`config.mk`:
```
export PLATFORM = sky130hd
export DESIGN_NAME = uart_rx_ctrl
export DESIGN_NICKNAME = d
export VERILOG_FILES = /design/src/rtl/uart_pkg.sv /design/src/rtl/rx_fifo.sv /design/src/rtl/uart_rx_ctrl.sv
export SDC_FILE = /design/constraint.sdc
export NUM_CORES = 1
export LEC_CHECK = 0
export BUFFER_PORTS_ARGS = -buffer_cell sky130_fd_sc_hd__buf_2
export CORE_MARGIN = 3
export CORE_UTILIZATION = 45
export DETAILED_ROUTE_END_ITERATION = 10
export GPL_ROUTABILITY_DRIVEN = 0
export SLEW_MARGIN = 20
export SYNTH_ARGS = -nofsm -noshare
export SYNTH_HDL_FRONTEND = slang
export SYNTH_SLANG_ARGS = --single-unit
```
`constraint.sdc`:
```
create_clock -name RX_clk -period 5.1 [get_ports RX_clk]
set_input_delay 0 -clock RX_clk [delete_from_list [all_inputs] [get_ports RX_clk]]
set_output_delay 0 -clock RX_clk [all_outputs]
set_load 0.03 [all_outputs]
```
`src/rtl/uart_pkg.sv`:
```
// Shared types and constants for the UART receive controller: FSM states,
// parity encodings, entry width and the frame-length helper.
package uart_pkg;

  typedef enum logic [2:0] {
    ST_IDLE,
    ST_START,
    ST_FRAME,
    ST_CAPTURE,
    ST_WAIT_IDLE
  } rx_state_e;

  localparam logic [1:0] PAR_NONE = 2'b00;
  localparam logic [1:0] PAR_ODD  = 2'b01;
  localparam logic [1:0] PAR_EVEN = 2'b10;

  localparam int DEFAULT_OSR = 16;
  localparam int ENTRY_W     = 10;

  // Bits on the line for one frame: start + data + optional parity + stop(s).
  function automatic logic [3:0] frame_bits(input logic snum, input logic dnum,
                                            input logic [1:0] par);
    logic [3:0] n;
    n = 4'd1 + (dnum ? 4'd7 : 4'd8)
        + (((par == PAR_ODD) || (par == PAR_EVEN)) ? 4'd1 : 4'd0)
        + (snum ? 4'd2 : 4'd1);
    return n;
  endfunction

endpackage

```
`src/rtl/rx_fifo.sv`:
```
// Received-entry buffer: {parity_warn, frame_warn, data[7:0]}, power-of-2 depth.
// A push into a full buffer is accepted only when a pop happens in the same cycle.
module rx_fifo
  import uart_pkg::*;
#(
  parameter int FIFO_DEPTH = 4
) (
  input  logic               clk,
  input  logic               rst,
  input  logic               push,
  input  logic               pop,
  input  logic [ENTRY_W-1:0] wdata,
  output logic [ENTRY_W-1:0] rdata,
  output logic               full,
  output logic               empty
);

  localparam int AW = (FIFO_DEPTH > 1) ? $clog2(FIFO_DEPTH) : 1;

  logic [ENTRY_W-1:0] mem_q [FIFO_DEPTH];
  logic [AW-1:0]      wr_q, rd_q;
  logic [AW:0]        cnt_q;
  logic               do_push, do_pop;

  assign empty   = (cnt_q == '0);
  assign full    = (cnt_q == (AW+1)'(FIFO_DEPTH));
  assign do_pop  = pop && !empty;
  assign do_push = push && (!full || do_pop);
  assign rdata   = empty ? '0 : mem_q[rd_q];

  always_ff @(posedge clk) begin
    if (rst) begin
      wr_q  <= '0;
      rd_q  <= '0;
      cnt_q <= '0;
    end else begin
      if (do_push) wr_q <= wr_q + 1'b1;
      if (do_pop)  rd_q <= rd_q + 1'b1;
      case ({do_push, do_pop})
        2'b10:   cnt_q <= cnt_q + 1'b1;
        2'b01:   cnt_q <= cnt_q - 1'b1;
        default: cnt_q <= cnt_q;
      endcase
    end
  end

  always_ff @(posedge clk) begin
    if (do_push) mem_q[wr_q] <= wdata;
  end

endmodule

```
`src/rtl/uart_rx_ctrl.sv`:
```
// UART receive controller: frame timing FSM, format shadow/apply and result FIFO.
// Optional error counters are built when RXCTRL_ERRCNT_EN is defined.
module uart_rx_ctrl
  import uart_pkg::*;
#(
  parameter int OSR        = DEFAULT_OSR,
  parameter int FIFO_DEPTH = 4
) (
  input  logic       RX_clk,
  input  logic       rst,
  input  logic       input_signal,
  input  logic       cfg_wr,
  input  logic       cfg_snum,
  input  logic       cfg_dnum,
  input  logic [1:0] cfg_par,
  output logic       snum,
  output logic       dnum,
  output logic [1:0] par,
  input  logic [7:0] rx_data,
  input  logic       rx_parity_warning,
  input  logic       rx_frame_warning,
  output logic [7:0] out_data,
  output logic [1:0] out_err,
  output logic       out_valid,
  input  logic       out_ready,
  output logic       busy,
  output logic       cfg_pending,
  output logic       overflow
`ifdef RXCTRL_ERRCNT_EN
  ,
  input  logic       err_clr,
  output logic [7:0] par_err_cnt,
  output logic [7:0] frm_err_cnt
`endif
);

  localparam int TW = (OSR > 1) ? $clog2(OSR) : 1;
  localparam logic [TW-1:0] TICK_HALF = TW'(OSR/2 - 1);
  localparam logic [TW-1:0] TICK_LAST = TW'(OSR - 1);

  rx_state_e          state_q, state_d;
  logic [TW-1:0]      tick_q, tick_d;
  logic [3:0]         bit_q, bit_d;
  logic               snum_q, dnum_q, sh_snum_q, sh_dnum_q, pend_q, overflow_q;
  logic [1:0]         par_q, sh_par_q;
  logic [3:0]         nbits;
  logic               push, fifo_full, fifo_empty;
  logic [ENTRY_W-1:0] fifo_rdata;

  assign nbits = frame_bits(snum_q, dnum_q, par_q);

  // bit_q doubles as the settle counter in CAPTURE, giving the receiver two cycles.
  always_comb begin
    state_d = state_q;
    tick_d  = tick_q;
    bit_d   = bit_q;
    push    = 1'b0;
    unique case (state_q)
      ST_IDLE: begin
        if (!input_signal) begin
          state_d = ST_START;
          tick_d  = '0;
          bit_d   = '0;
        end
      end
      ST_START: begin
        tick_d = tick_q + 1'b1;
        if (tick_q == TICK_HALF) begin
          if (input_signal) begin
            state_d = ST_IDLE;
            tick_d  = '0;
          end else begin
            state_d = ST_FRAME;
          end
        end
      end
      ST_FRAME: begin
        if ((bit_q == nbits - 4'd1) && (tick_q == TICK_HALF)) begin
          state_d = ST_CAPTURE;
          tick_d  = '0;
          bit_d   = '0;
        end else if (tick_q == TICK_LAST) begin
          tick_d = '0;
          bit_d  = bit_q + 1'b1;
        end else begin
          tick_d = tick_q + 1'b1;
        end
      end
      ST_CAPTURE: begin
        if (bit_q == 4'd2) begin
          push    = 1'b1;
          state_d = ST_WAIT_IDLE;
          bit_d   = '0;
        end else begin
          bit_d = bit_q + 1'b1;
        end
      end
      ST_WAIT_IDLE: begin
        if (input_signal) state_d = ST_IDLE;
      end
      default: state_d = ST_IDLE;
    endcase
  end

  always_ff @(posedge RX_clk) begin
    if (rst) begin
      state_q    <= ST_IDLE;
      tick_q     <= '0;
      bit_q      <= '0;
      snum_q     <= 1'b1;
      dnum_q     <= 1'b0;
      par_q      <= PAR_NONE;
      sh_snum_q  <= 1'b0;
      sh_dnum_q  <= 1'b0;
      sh_par_q   <= PAR_NONE;
      pend_q     <= 1'b0;
      overflow_q <= 1'b0;
    end else begin
      state_q    <= state_d;
      tick_q     <= tick_d;
      bit_q      <= bit_d;
      overflow_q <= push && fifo_full && !out_ready;
      // Format only changes between frames; a write in the apply cycle stays pending.
      if ((state_q == ST_IDLE) && pend_q) begin
        snum_q <= sh_snum_q;
        dnum_q <= sh_dnum_q;
        par_q  <= sh_par_q;
      end
      if (cfg_wr) begin
        sh_snum_q <= cfg_snum;
        sh_dnum_q <= cfg_dnum;
        sh_par_q  <= cfg_par;
        pend_q    <= 1'b1;
      end else if (state_q == ST_IDLE) begin
        pend_q <= 1'b0;
      end
    end
  end

  rx_fifo #(.FIFO_DEPTH(FIFO_DEPTH)) u_fifo (
    .clk   (RX_clk),
    .rst   (rst),
    .push  (push),
    .pop   (out_ready),
    .wdata ({rx_parity_warning, rx_frame_warning, rx_data}),
    .rdata (fifo_rdata),
    .full  (fifo_full),
    .empty (fifo_empty)
  );

  assign out_valid   = !fifo_empty;
  assign out_data    = fifo_rdata[7:0];
  assign out_err     = fifo_rdata[9:8];
  assign busy        = (state_q != ST_IDLE);
  assign cfg_pending = pend_q;
  assign overflow    = overflow_q;
  assign snum        = snum_q;
  assign dnum        = dnum_q;
  assign par         = par_q;

`ifdef RXCTRL_ERRCNT_EN
  logic [7:0] par_cnt_q, frm_cnt_q;
  logic       push_ok;

  assign push_ok = push && (!fifo_full || out_ready);

  always_ff @(posedge RX_clk) begin
    if (rst || err_clr) begin
      par_cnt_q <= '0;
      frm_cnt_q <= '0;
    end else if (push_ok) begin
      if (rx_parity_warning && (par_cnt_q != 8'hFF)) par_cnt_q <= par_cnt_q + 1'b1;
      if (rx_frame_warning && (frm_cnt_q != 8'hFF))  frm_cnt_q <= frm_cnt_q + 1'b1;
    end
  end

  assign par_err_cnt = par_cnt_q;
  assign frm_err_cnt = frm_cnt_q;
`endif

endmodule

```
==> results_dict.tcl <==
set metrics [dict create \
    status "completed" \
    cellLeakagePower_nw 1.436 \
    synth_cells 251 \
    yosys.area_share.simple_pct 12.89 \
    wire_per_inst_microns 14.44 \
    synth_compound_area_share_pct 7.864 \
    cts_root_buf "clkbuf_8" \
    synth_top_family_by_area "simple AND/OR/NAND/NOR gates" \
    max_freq_mhz 373.3 \
    fin_crit_sh_pct 52.52 \
    first_pass_iters 5 \
    yosysSeqAreaShare_pct 57.49 \
    die_x_microns 89.46 \
    synth_seq_cells 70 \
    synthMuxAreaShare_pct 9.421 \
    mostFrequentLayoutCells "edfxtp_1, buf_2, dfxtp_1, nor2_1, dlygate4sd3_1" \
    grt_overflow 0 \
    cts_max_path_buffers 2 \
    port_buffers 36 \
    rsz0062_at_grt "no" \
    syn_nets 283 \
    fp-row-count 29 \
    required_ns 5.36 \
    hold_viol 0 \
    numCtsBuffers 9 \
    synth_fa_ha_area_share_pct 5.908 \
    yosysTopAreaCellShare_pct 38.32 \
    clock_sinks 70 \
    grt_pass1_vias 1992 \
    setup_violations 0 \
    final_common_cell "edfxtp_1" \
    peakVddDrop_v 0.0001334 \
    min-delay-path-class "in -> reg" \
    tightest_slew_ns 0.6949 \
    post_cts_buffers 0 \
    finClkSkew_ns 0.009784 \
    syn2layout_area_growth_pct 21.00 \
    final_layout_size_suffix_gt1_share_pct 21.86 \
    finalSetupTns_ns 0 \
    yosys.area.top_type "edfxtp_1" \
    wl_microns 5602 \
    drv_cap 0 \
    detail-route-antenna-nets 0 \
    initialDrtViolationCount 65 \
    fp.dieH_microns 89.46 \
    core_area_sq_mm 0.006531 \
    route.vias.total 2002 \
    drc_errors 0 \
    period_minus_slack_ns 2.679 \
    initial_core_util_pct 47.99 \
    cp_data_arrival_time_ns 2.94 \
    synth-edff-count 40 \
    via_per_inst 5.160 \
    place_hpwl_microns 3699 \
    crit_type "reg -> reg" \
    worstSetupStartpointType "flip-flop" \
    yosys_most_used_dff "edfxtp_1" \
    cts_tree "yes" \
    grtUsageTotal_pct 15.72 \
    dieArea_sq_mm 0.008002 \
    slew_viol_final 0 \
    powerDensity_mw_per_mm2 321.7 \
    fin_util_pct 58.07 \
    clk_pin_slew_ns 0.08 \
    finalPower_mw 1.220 \
    yosysWarnings 0 \
    grt_first_pass_wirelength_microns 9328 \
    ios 37 \
    async_flop_share_pct 0 \
    num-nets-final 338 \
    synth_area_leaders "edfxtp_1, dfxtp_1, mux4_2" \
    critPathMaxFanout 7 \
    htreeDepth 3 \
    max_slew_margin_pct 53.61 \
    endpoint_kind "flip-flop" \
    ys_types 46 \
    yosys.area_share.xor_xnor_pct 2.794 \
    netlist_area_sq_mm 0.003134 \
    avgSynthCellArea_sq_um 12.49 \
    clk_latency_ns 0.34 \
    grt_max_degree 28 \
    antenna_found_initial 0 \
    antenna_cells 0 \
]
-- per-layer routing --
| layer | track usage (%) | wire [microns] | vias up |
|---|---|---|---|
| met5 | 0 | 0 | - |
| met4 | 6.360 | 67 | 0 |
| met3 | 5.714 | 247 | 7 |
| met2 | 25.18 | 2677 | 49 |
| met1 | 19.28 | 2609 | 944 |
| li1 | - | - | 1002 |
-- timing repair --
item                                   in CTS  in global routing
endpoints found under the hold margin      47                  0
gates resized for setup                     0                  0
hold buffers                               19                  0
-- path summary, 6_finish.rpt --
kind | from | endpoint | cells past startpoint | slack, ns
setup / recovery | bit_q[1] | u_fifo.cnt_q[2] | 11 | 2.42
hold / removal | rst | u_fifo.cnt_q[1] | 2 | 0.11
setup reg to reg | bit_q[1] | u_fifo.cnt_q[2] | 11 | 2.42
hold reg to reg | sh_snum_q | snum | 2 | 0.51
-- synthesized netlist by cell type (2+ instances only) --
cell type and n:
o21a_1 2, edfxtp_1 40, or3_1 3, xor2_1 5, fa_1 3, nor2_1 28, ha_1 10, o211ai_1 2
mux4_2 10, or3b_2 2, a21oi_1 12, o21ai_0 8, inv_1 16, nor3b_1 3, mux2i_1 7, dfxtp_1 30
and2_1 15, clkbuf_1 7, nor3_1 6, xnor2_1 5, nand2_1 10, a31oi_1 2, nand3_1 2
-- through the flow --
step | hold WS (ns) | worst slack (ns) | cell area, sq um | instances
2_1_floorplan | 0.09887 | 2.390 | 3134 | 251
3_3_place_gp | 0.2216 | 2.478 | 3357 | 353
3_5_place_dp | 0.2207 | 2.432 | 3357 | 353
4_1_cts | 0.09941 | 2.402 | 3792 | 388
5_1_grt | 0.1322 | 2.100 | 3792 | 388
6_report | 0.1147 | 2.421 | 3792 | 388
-- power by group --
part	switching (mW)	total (mW)	internal, mW
Clock	0.214	0.541	0.327
Combinational	0.0359	0.0685	0.0326
Sequential	0.00888	0.610	0.602
Total	0.258	1.22	0.961
-- state kept, by name, summed over array words and instances (netlist names), named ones only --
name          cells
u_fifo.mem_q     40
bit_q             4
tick_q            4
state_q           3
u_fifo.cnt_q      3
par               2
sh_par_q          2
u_fifo.rd_q       2
u_fifo.wr_q       2
cfg_pending       1
dnum              1
overflow          1
sh_dnum_q         1
sh_snum_q         1
snum              1
-- critical path: stages (launching register included) --
cell     delay, ns
dfxtp_1       0.41
ha_1          0.17
nor3b_1       0.33
nand4_1       0.21
nor2b_1       0.43
inv_1         0.10
ha_1          0.22
inv_1         0.07
fa_1          0.17
xor2_1        0.07
or3_1         0.30
a21oi_1       0.14
-- area by class of cell --
class / instances / area (sq um)
well taps: 77 / 96.34
clock inverters: 7 / 121.4
multi-input cells: 154 / 1219
inverters: 16 / 60.06
fillers: 550 / 2739
repair buffers: 55 / 370.4
clock buffers: 9 / 123.9
flip-flops and latches: 70 / 1802
-- cell families (layout without fill, tap and decap cells) --
kind of cell	after synthesis	after routing
adder cells (fa/ha/maj)	13	13
XOR/XNOR	10	10
buffers and inverters	27	87
AND/OR/NAND/NOR	78	78
multiplexers	17	17
AO/OA/AOI/OAI	36	36
flip-flops	70	70
(Power assumes the default switching activity.)
